==> src/rtl/coax_receiver.sv <==
// Receive-side bit engine for the 3270 coax link: decodes Manchester frames from rx
// and queues each {parity mismatch, data} word in a small FIFO for the host side.
module coax_receiver #(
    parameter int CLOCKS_PER_BIT = 8,
    parameter int DEPTH          = 4
) (
    input  logic       clk,
    input  logic       reset,
    input  logic       rx,
    output logic       active,
    output logic [9:0] data,
    output logic       parity_error,
    output logic       data_available,
    input  logic       data_read,
    output logic       overflow
);

    localparam int TW = $clog2(2 * CLOCKS_PER_BIT) + 1;
    localparam int AW = $clog2(DEPTH);

    localparam logic [TW-1:0] TMR_MAX     = '1;
    localparam logic [TW-1:0] H_MIN       = TW'(CLOCKS_PER_BIT / 2 - CLOCKS_PER_BIT / 4);
    localparam logic [TW-1:0] H_MAX       = TW'(CLOCKS_PER_BIT / 2 + CLOCKS_PER_BIT / 4);
    localparam logic [TW-1:0] CV_MIN      = TW'(3 * (CLOCKS_PER_BIT / 2) - CLOCKS_PER_BIT / 4);
    localparam logic [TW-1:0] CV_MAX      = TW'(3 * (CLOCKS_PER_BIT / 2) + CLOCKS_PER_BIT / 4);
    localparam logic [TW-1:0] MID_MIN     = TW'(3 * CLOCKS_PER_BIT / 4);
    localparam logic [TW-1:0] MID_MAX     = TW'(5 * CLOCKS_PER_BIT / 4);
    localparam logic [TW-1:0] SYNC_PRESET = TW'(CLOCKS_PER_BIT / 2 - CLOCKS_PER_BIT / 4 + 1);
    localparam logic [AW:0]   DEPTH_CNT   = (AW + 1)'(DEPTH);

    typedef enum logic [2:0] {
        S_IDLE,
        S_START,
        S_CV_HIGH,
        S_SYNC,
        S_DATA,
        S_PARITY,
        S_END
    } state_t;

    state_t         state_q, state_d;
    logic           rx_meta_q, rx_meta_d;
    logic           rx_sync_q, rx_sync_d;
    logic           rx_prev_q, rx_prev_d;
    logic [TW-1:0]  tmr_q, tmr_d;
    logic [2:0]     ones_q, ones_d;
    logic [3:0]     bit_cnt_q, bit_cnt_d;
    logic [9:0]     shift_q, shift_d;
    logic           enq_q, enq_d;
    logic [10:0]    enq_word_q, enq_word_d;

    logic [10:0]    mem_q [DEPTH];
    logic [10:0]    mem_d [DEPTH];
    logic [AW-1:0]  wr_ptr_q, wr_ptr_d;
    logic [AW-1:0]  rd_ptr_q, rd_ptr_d;
    logic [AW:0]    count_q, count_d;
    logic           overflow_q, overflow_d;
    logic           data_read_q, data_read_d;

    logic line_edge, mid_edge, timeout, in_half, in_cv;
    logic pop, push, full;

    assign line_edge = rx_sync_q ^ rx_prev_q;
    assign mid_edge  = line_edge && (tmr_q >= MID_MIN);
    assign timeout   = !line_edge && (tmr_q > MID_MAX);
    assign in_half   = (tmr_q >= H_MIN) && (tmr_q <= H_MAX);
    assign in_cv     = (tmr_q >= CV_MIN) && (tmr_q <= CV_MAX);

    always_ff @(posedge clk) begin
        if (reset) begin
            state_q     <= S_IDLE;
            rx_meta_q   <= 1'b0;
            rx_sync_q   <= 1'b0;
            rx_prev_q   <= 1'b0;
            tmr_q       <= '0;
            ones_q      <= '0;
            bit_cnt_q   <= '0;
            shift_q     <= '0;
            enq_q       <= 1'b0;
            enq_word_q  <= '0;
            mem_q       <= '{default: '0};
            wr_ptr_q    <= '0;
            rd_ptr_q    <= '0;
            count_q     <= '0;
            overflow_q  <= 1'b0;
            data_read_q <= 1'b0;
        end else begin
            state_q     <= state_d;
            rx_meta_q   <= rx_meta_d;
            rx_sync_q   <= rx_sync_d;
            rx_prev_q   <= rx_prev_d;
            tmr_q       <= tmr_d;
            ones_q      <= ones_d;
            bit_cnt_q   <= bit_cnt_d;
            shift_q     <= shift_d;
            enq_q       <= enq_d;
            enq_word_q  <= enq_word_d;
            mem_q       <= mem_d;
            wr_ptr_q    <= wr_ptr_d;
            rd_ptr_q    <= rd_ptr_d;
            count_q     <= count_d;
            overflow_q  <= overflow_d;
            data_read_q <= data_read_d;
        end
    end

    // Outside the bit-decoding states the timer measures run lengths; inside them
    // it restarts only on mid-cell transitions, and the bit is the pre-edge level.
    always_comb begin
        rx_meta_d  = rx;
        rx_sync_d  = rx_meta_q;
        rx_prev_d  = rx_sync_q;
        state_d    = state_q;
        tmr_d      = (tmr_q == TMR_MAX) ? tmr_q : tmr_q + 1'b1;
        ones_d     = ones_q;
        bit_cnt_d  = bit_cnt_q;
        shift_d    = shift_q;
        enq_d      = 1'b0;
        enq_word_d = enq_word_q;
        if (line_edge && !(state_q inside {S_SYNC, S_DATA, S_PARITY})) begin
            tmr_d = 1;
        end
        case (state_q)
            S_IDLE: begin
                if (line_edge && rx_sync_q) begin
                    state_d = S_START;
                    ones_d  = '0;
                end
            end
            S_START: begin
                if (line_edge) begin
                    if (!rx_sync_q) begin
                        if (in_half) begin
                            ones_d = (ones_q == 3'd5) ? ones_q : ones_q + 1'b1;
                        end else begin
                            state_d = S_IDLE;
                        end
                    end else if (!in_half) begin
                        state_d = (in_cv && ones_q == 3'd5) ? S_CV_HIGH : S_IDLE;
                    end
                end else if (tmr_q > CV_MAX) begin
                    state_d = S_IDLE;
                end
            end
            S_CV_HIGH: begin
                // Preset the timer as if a mid-cell edge occurred half a cell before the sync cell.
                if (line_edge) begin
                    state_d = S_IDLE;
                end else if (tmr_q == CV_MIN) begin
                    state_d = S_SYNC;
                    tmr_d   = SYNC_PRESET;
                end
            end
            S_SYNC: begin
                if (timeout) begin
                    state_d = S_IDLE;
                end else if (mid_edge) begin
                    tmr_d     = 1;
                    bit_cnt_d = '0;
                    state_d   = rx_prev_q ? S_DATA : S_END;
                end
            end
            S_DATA: begin
                if (timeout) begin
                    state_d = S_IDLE;
                end else if (mid_edge) begin
                    tmr_d   = 1;
                    shift_d = {shift_q[8:0], rx_prev_q};
                    if (bit_cnt_q == 4'd9) begin
                        state_d = S_PARITY;
                    end else begin
                        bit_cnt_d = bit_cnt_q + 1'b1;
                    end
                end
            end
            S_PARITY: begin
                if (timeout) begin
                    state_d = S_IDLE;
                end else if (mid_edge) begin
                    tmr_d      = 1;
                    enq_d      = 1'b1;
                    enq_word_d = {(^shift_q) ^ rx_prev_q, shift_q};
                    state_d    = S_SYNC;
                end
            end
            S_END: begin
                if (!rx_sync_q) begin
                    state_d = S_IDLE;
                end
            end
            default: state_d = S_IDLE;
        endcase
    end

    // A pop frees the slot in the same cycle, so a full FIFO still accepts a coincident word.
    always_comb begin
        data_read_d = data_read;
        pop         = data_read && !data_read_q && (count_q != '0);
        full        = (count_q == DEPTH_CNT);
        push        = enq_q && (!full || pop);
        mem_d       = mem_q;
        wr_ptr_d    = wr_ptr_q;
        rd_ptr_d    = rd_ptr_q;
        count_d     = count_q;
        overflow_d  = overflow_q | (enq_q && full && !pop);
        if (push) begin
            mem_d[wr_ptr_q] = enq_word_q;
            wr_ptr_d        = wr_ptr_q + 1'b1;
        end
        if (pop) begin
            rd_ptr_d = rd_ptr_q + 1'b1;
        end
        case ({push, pop})
            2'b10:   count_d = count_q + 1'b1;
            2'b01:   count_d = count_q - 1'b1;
            default: count_d = count_q;
        endcase
    end

    always_comb begin
        active         = (state_q != S_IDLE);
        data_available = (count_q != '0);
        overflow       = overflow_q;
        data           = '0;
        parity_error   = 1'b0;
        if (count_q != '0) begin
            {parity_error, data} = mem_q[rd_ptr_q];
        end
    end

endmodule

==> config.mk <==
export PLATFORM = sky130hd
export DESIGN_NAME = coax_receiver
export DESIGN_NICKNAME = d
export VERILOG_FILES = /design/src/rtl/coax_receiver.sv
export SDC_FILE = /design/constraint.sdc
export NUM_CORES = 1
export LEC_CHECK = 0
export CAP_MARGIN = 20
export CORE_MARGIN = 2
export CORE_UTILIZATION = 45
export DETAILED_ROUTE_END_ITERATION = 16
export SLEW_MARGIN = 20
export SYNTH_ARGS = -nofsm -noshare
export SYNTH_HDL_FRONTEND = slang
export SYNTH_SLANG_ARGS = --single-unit
==> constraint.sdc <==
create_clock -name clk -period 6 [get_ports clk]
set_clock_uncertainty 0.2 [all_clocks]
set_input_delay 1.8 -clock clk [delete_from_list [all_inputs] [get_ports clk]]
set_output_delay 1.8 -clock clk [all_outputs]
set_load 0.05 [all_outputs]
==> metrics.md, run 1 <==
| Metric | Value |
|---|---|
| Status | completed |
| Via count | 3392 |
| Std-Cell Rows | 35 |
| Multi-input gate area | 2300 sq um |
| Register area share after synthesis | 0.428 |
| FF+latch area | 1860 sq um |
| Max cap viols | 0 |
| Slew HR | 0.456 |
| Core Footprint | 9330 sq um |
| Post-Syn Instances | 494 |
| GPL Wtd Cong | 0.805 |
| Clk_lat worst skew | 0.36 ns |
| Endpoints failing setup | 0 |
| P per Cell Area | 250 nW/um^2 |
| CP cell instances | mux4_2 -> nor2b_1 -> clkdlybuf4s50_1 |
| CTS H-tree lvls | 3 |
| Startpoint Class | register |
| Unrepaired setup endpoints after global routing | false |
| Cts bufs inserted | 9 |
| # nets final | 508 |
| Antenna violations before repair | 0 |
| Number of global-route vias before repair | 3144 |
| Starting Density | 0.467 |
| Reg2reg start | count_q[0] |
| Post-synth ARST share | 0 |
| HP Start | rx_meta_q |
| Most frequent cells in the layout | dfxtp_1, a21oi_1, nand2_1 |
| CTS tree | built |
| Final core utilization | 0.514 |
| Critical Path RT | 4.00 ns |
| DP HPWL | 5880 um |
| Nature of the critical path endpoint | output port |
| Remaining DRCs | 0 |
| Initial drt markers | 113 |
| R2R setup slack | 3.44 ns |
| Final ANT Viol Nets | 0 |
| WHS Endpoint | rx_prev_d |
| Syn Area/Cell | 8.81 sq um |
| Setup TNS after final layout | 0 ns |
| Fillers | 902 |
| I/O pin count | 18 |
| Clock transition at path regs | 0.09 ns |
| ANT cells | 0 |
| Max-slew violations | 0 |
| Peak supply drop | 112 uV |
| Clk sinks | 93 |
| Post-synth top flop | dfxtp_1 |
| Setup bufs post-CTS | 0 |
| Net count after synthesis | 511 |
| Leak | 1.57 nW |
| Crit Path Max Fanout | 12 |
| Most common cell after layout, fill and taps aside | dfxtp_1 |
| GR Overflow Total | 0 |
| Area growth, synth to finish | 10.2% |
| Worst Tran Pin Value | 0.815 ns |
| CTS root buf | clkbuf_8 |
| Die ar. | 10500 sq um |
| Number of flops mapped to enable cells by yosys | 0 |
| Final count of hold timing violations | 0 |
| CTS Hold Bufs | 0 |
| Setup Crit Path Kind | reg2out |
| DR vias/cell | 5.43 |
| All-layer global routing usage | 0.185 |
| Die width | 102 um |
| Post-route minimum period | 4.62 ns |
| Fin crit share | 0.770 |
| FMAX | 0.216 GHz |
| Post-synth cell types | 52 |
| Total wire length | 8940 um |
| Initial DRT Pass Iterations | 4 |
| Reg-to-reg endpoint | count_q[2] |
| Hold crit path type | reg2reg |
| Synthesis Warnings | 0 |
| Post-CTS sizing | 0 |
| Global-route wire length before repair | 15400 um |
| Synth Register Bits | 93 |
| Ratio of cells with drive above 1 in the final layout | 0.0746 |
| Input/output buffers | 17 |
| Critical path's slowest cell | dfxtp_1 |
| Crit-path max cell delay | 0.86 ns |
| Worst Hold Depth | 1 |
| Mean routed wirelength per cell | 14.3 um |
| Worst Path Arrival | 2.62 ns |
| Largest net degree at the start of global routing | 61 |
| Die H | 102 um |
| Post-Syn Area | 4350 sq um |
| R2R depth | 10 |
| CTS max path bufs | 2 |
-- metrics by stage --
stage	power [mW]	hold WS [ns]	worst slack, ns	area [sq um]	instances
final	1.20	0.248	1.38	4790	625
after global routing	1.25	0.261	1.23	4790	625
after CTS	1.21	0.251	1.34	4790	625
after detailed placement	0.765	0.228	1.63	4570	609
after global placement	0.763	0.216	1.68	4570	609
after floorplan	0.744	0.214	2.10	4350	494
-- final cells by class --
cell class                      instances  area share
Sequential cell                        93       0.388
Multi-Input combinational cell        350       0.479
Tap cell                              129      0.0337
Timing Repair Buffer                   21      0.0407
Clock buffer                           11      0.0316
Clock inverter                          5      0.0138
Inverter                               16      0.0125
-- flip-flops by register name, summed over array words and instances (netlist names) --
signal	count
shift_q	10
overflow	1
state_q	3
rx_prev_q	1
wr_ptr_q	2
enq_word_q	11
enq_q	1
data_read_q	1
rx_prev_d	1
mem_q	44
rd_ptr_q	2
ones_q	3
rx_meta_q	1
tmr_q	5
bit_cnt_q	4
count_q	3
-- metal layers --
layer	vias to the layer above	routed length, um	GRT usage
met4	0	106	0.0667
met3	9	293	0.0246
met5	-	0	0
met1	1607	4460	0.254
li1	1719	-	-
met2	57	4080	0.299
-- where the power goes --
part / switching [mW] / total, mW / internal [mW]
combinational: 0.0598 / 0.104 / 0.0438
sequential: 0.0214 / 0.648 / 0.626
clock: 0.225 / 0.446 / 0.221
-- synth_stat cells (2+ instances only) --
library cell  number  area share
a211o_1            2      0.0040
a211oi_1           4      0.0069
a21boi_0           2      0.0034
a21oi_1           61       0.070
a311oi_1           3      0.0060
a31oi_1            4      0.0057
a41oi_1            2      0.0040
buf_1              3      0.0026
buf_2              9       0.010
buf_4              2      0.0034
clkbuf_1          20       0.017
dfxtp_1           93        0.43
ha_1              12       0.035
inv_1             16       0.014
mux2i_1           20       0.046
mux4_2            11       0.057
nand2_1           56       0.048
nand2b_1           3      0.0043
nand3_1           49       0.056
nand3b_1           2      0.0034
nand4_1            2      0.0029
nor2_1            44       0.038
nor2b_1           15       0.022
nor3_1             4      0.0046
o211ai_1           2      0.0034
o21ai_0            6      0.0069
o221ai_1           2      0.0040
or3_1              4      0.0057
xnor2_1           13       0.026
xor2_1             6       0.012
-- cell families (layout without fill, tap and decap cells) --
logic type               Yosys count  in the layout  share of synthesized area
buffers and inverters             51             53                     0.0500
AO/OA/AOI/OAI                     95             95                      0.128
adder cells (fa/ha/maj)           13             13                     0.0391
AND/OR/NAND/NOR                  192            192                      0.214
flip-flops                        93             93                      0.428
multiplexers                      31             31                      0.103
XOR/XNOR                          19             19                     0.0382
-- worst max-delay path: cells and delay by family, from the launching register on --
family | cells | cell delay, ns
buf+inv | 1 | 0.69
simple gates | 1 | 0.14
mux | 1 | 0.58
flops | 1 | 0.86
-- worst max-delay path by stage --
stage	depth (start not counted)	startpoint	slack, ns	to
after floorplan	11	data_read	2.10	count_q[2]
after global placement	11	data_read	1.68	count_q[2]
after detailed placement	11	data_read	1.63	count_q[2]
after CTS	3	rd_ptr_q[1]	1.34	data[6]
after global routing	3	rd_ptr_q[1]	1.23	data[6]
final	3	rd_ptr_q[1]	1.38	data[6]
Note: power is estimated with default switching activity, not from simulation.
==> run 2, diff against run 1 <==
==> constraint.sdc (replaced) <==
create_clock -name clk -period 4.3 [get_ports clk]
set_clock_uncertainty 0.2 [all_clocks]
set_input_delay 1.29 -clock clk [delete_from_list [all_inputs] [get_ports clk]]
set_output_delay 1.29 -clock clk [all_outputs]
set_load 0.05 [all_outputs]
==> metrics.md, run 2 (synthesized netlist as in run 1, its figures left out) <==
| Metric | Value |
|---|---|
| Status | completed |
| Input/output buffers | 17 (unchanged) |
| Final core utilization | 0.512 (-0.00161) |
| Startpoint Class | register |
| Clk_lat worst skew | 0.36 ns (about the same) |
| Total wire length | 9100 um (+1.7%) |
| WHS Endpoint | rx_prev_d |
| R2R setup slack | 1.59 ns (-1.85 ns) |
| GR Overflow Total | 0 (unchanged) |
| Worst Path Arrival | 2.29 ns (-0.33 ns) |
| FMAX | 0.264 GHz |
| Setup Crit Path Kind | reg2out |
| Post-CTS sizing | 0 (unchanged) |
| Post-route minimum period | 3.78 ns |
| CTS H-tree lvls | 3 (unchanged) |
| Multi-input gate area | 2290 sq um (-0.27%) |
| Max reg flops | 44 (unchanged) |
| ANT cells | 0 (unchanged) |
| Cell Area, Placed | 4610 sq um (+0.77%) |
| Number of global-route vias before repair | 3276 (+4.2%) |
| Max-slew violations | 0 (unchanged) |
| Cts bufs inserted | 9 (unchanged) |
| Hold crit path type | reg2reg |
| DR vias/cell | 5.33 (-1.7%) |
| Initial drt markers | 98 (-13%) |
| CTS max path bufs | 2 (unchanged) |
| Die ar. | 10500 sq um (unchanged) |
| Remaining DRCs | 0 (unchanged) |
| Most flop-heavy register | mem_q |
| Hold WS | 0.254 ns (+0.00553 ns) |
| Most common cell after layout, fill and taps aside | dfxtp_1 |
| Crit Path Max Fanout | 13 (+1) |
| Reg2reg start | rx_prev_q |
| Leak | 1.55 nW (-1.1%) |
| CTS tree | built |
| CP cell instances | buf_4 -> mux4_2 -> nor2b_1 -> clkdlybuf4s50_1 |
| Antenna violations before repair | 0 (unchanged) |
| Most frequent cells in the layout | dfxtp_1, a21oi_1, nand2_1 |
| Std-Cell Rows | 35 (unchanged) |
| Placed insts | 612 (+0.49%) |
| # nets final | 511 (+0.59%) |
| Worst Tran Pin Value | 1.09 ns (+0.274 ns) |
| Fin crit share | 0.880 |
| Core Footprint | 9330 sq um (unchanged) |
| Unrepaired setup endpoints after global routing | false |
| Setup bufs post-CTS | 0 (unchanged) |
| Final count of hold timing violations | 0 (unchanged) |
| Critical Path RT | 2.81 ns (-1.19 ns) |
| Global-route wire length before repair | 15700 um (+2.1%) |
| Setup TNS after final layout | 0 ns (unchanged) |
| All-layer global routing usage | 0.190 (+0.00490) |
| Non-Filler Cell Area, Final | 4780 sq um (-0.31%) |
| Fillers | 921 (+2.1%) |
| P per Cell Area | 331 nW/um^2 (+32%) |
| Max cap viols | 0 (unchanged) |
| Crit-path max cell delay | 0.70 ns (-0.16 ns) |
| Endpoints failing setup | 0 (unchanged) |
| DP HPWL | 5980 um (+1.8%) |
| Critical path's slowest cell | clkdlybuf4s50_1 |
| CTS root buf | clkbuf_8 |
| Area growth, synth to finish | 9.83% |
| FF+latch area | 1860 sq um (unchanged) |
| Reg-to-reg endpoint | enq_word_q[0] |
| GPL Wtd Cong | 0.780 (-3.1%) |
| Top Registers | mem_q: 44 flops, enq_word_q: 11 flops, shift_q: 10 flops |
| Via count | 3349 (-1.3%) |
| Ratio of cells with drive above 1 in the final layout | 0.0782 (+0.00356) |
| Clk sinks | 93 (unchanged) |
| HP Start | rx_meta_q |
| CTS Hold Bufs | 0 (unchanged) |
| R2R depth | 7 (-3) |
| Peak supply drop | 152 uV (+36%) |
| Die H | 102 um (unchanged) |
| Worst Hold Depth | 1 (unchanged) |
| Largest net degree at the start of global routing | 63 (+3.3%) |
| Initial DRT Pass Iterations | 4 (unchanged) |
| Starting Density | 0.467 (unchanged) |
| Slew HR | 0.270 (-0.186) |
| Layout Cells excl Fill | 628 (+0.48%) |
| Die width | 102 um (unchanged) |
| Clock transition at path regs | 0.10 ns (about the same) |
| Mean routed wirelength per cell | 14.5 um (+1.3%) |
| I/O pin count | 18 (unchanged) |
| Final ANT Viol Nets | 0 (unchanged) |
| Nature of the critical path endpoint | output port |
## run 2: worst max-delay path: cells and delay by family (launching register included)
family | cells | cell delay, ns
simple gates | 1 | 0.14
buf+inv | 2 | 0.94
flops | 1 | 0.32
mux | 1 | 0.53
## run 2: layout make-up
| class | count | area share |
|---|---|---|
| clock buffers | 10 | 0.0267 |
| multi-input cells | 350 | 0.480 |
| clock inverters | 6 | 0.00969 |
| well taps | 129 | 0.0338 |
| repair buffers | 24 | 0.0482 |
| inverters | 16 | 0.0126 |
| flip-flops and latches | 93 | 0.390 |
## run 2: layer usage
layer  up-vias  routed length [um]  track usage
met5         -                   0            0
met4         0                  93       0.0759
met3        10                 254       0.0274
met2        43                4270        0.302
met1      1572                4480        0.261
li1       1724                   -            -
## run 2: worst max-delay path by stage
stage / start / slack [ns] / end / cells past startpoint
global route: rd_ptr_q[1] / 0.41 / data[2] / 4
global placement: data_read / 0.72 / count_q[2] / 9
floorplan: data_read / 0.91 / count_q[2] / 11
detailed placement: data_read / 0.62 / count_q[2] / 9
CTS: rd_ptr_q[0] / 0.49 / parity_error / 4
finish: rd_ptr_q[0] / 0.52 / parity_error / 4
## run 2: per-stage QoR
step | worst slack [ns] | total power [mW]
global route | 0.414 | 1.66
detailed placement | 0.619 | 1.07
finish | 0.518 | 1.58
global placement | 0.718 | 1.07
floorplan | 0.909 | 1.04
CTS | 0.491 | 1.60
## run 2: report_power, final
part           switching [mW]  total [mW]  leakage, nW  internal, mW
sequential             0.0290       0.903        0.751         0.874
clock                   0.319       0.534       0.0833         0.215
combinational          0.0821       0.144        0.719        0.0624
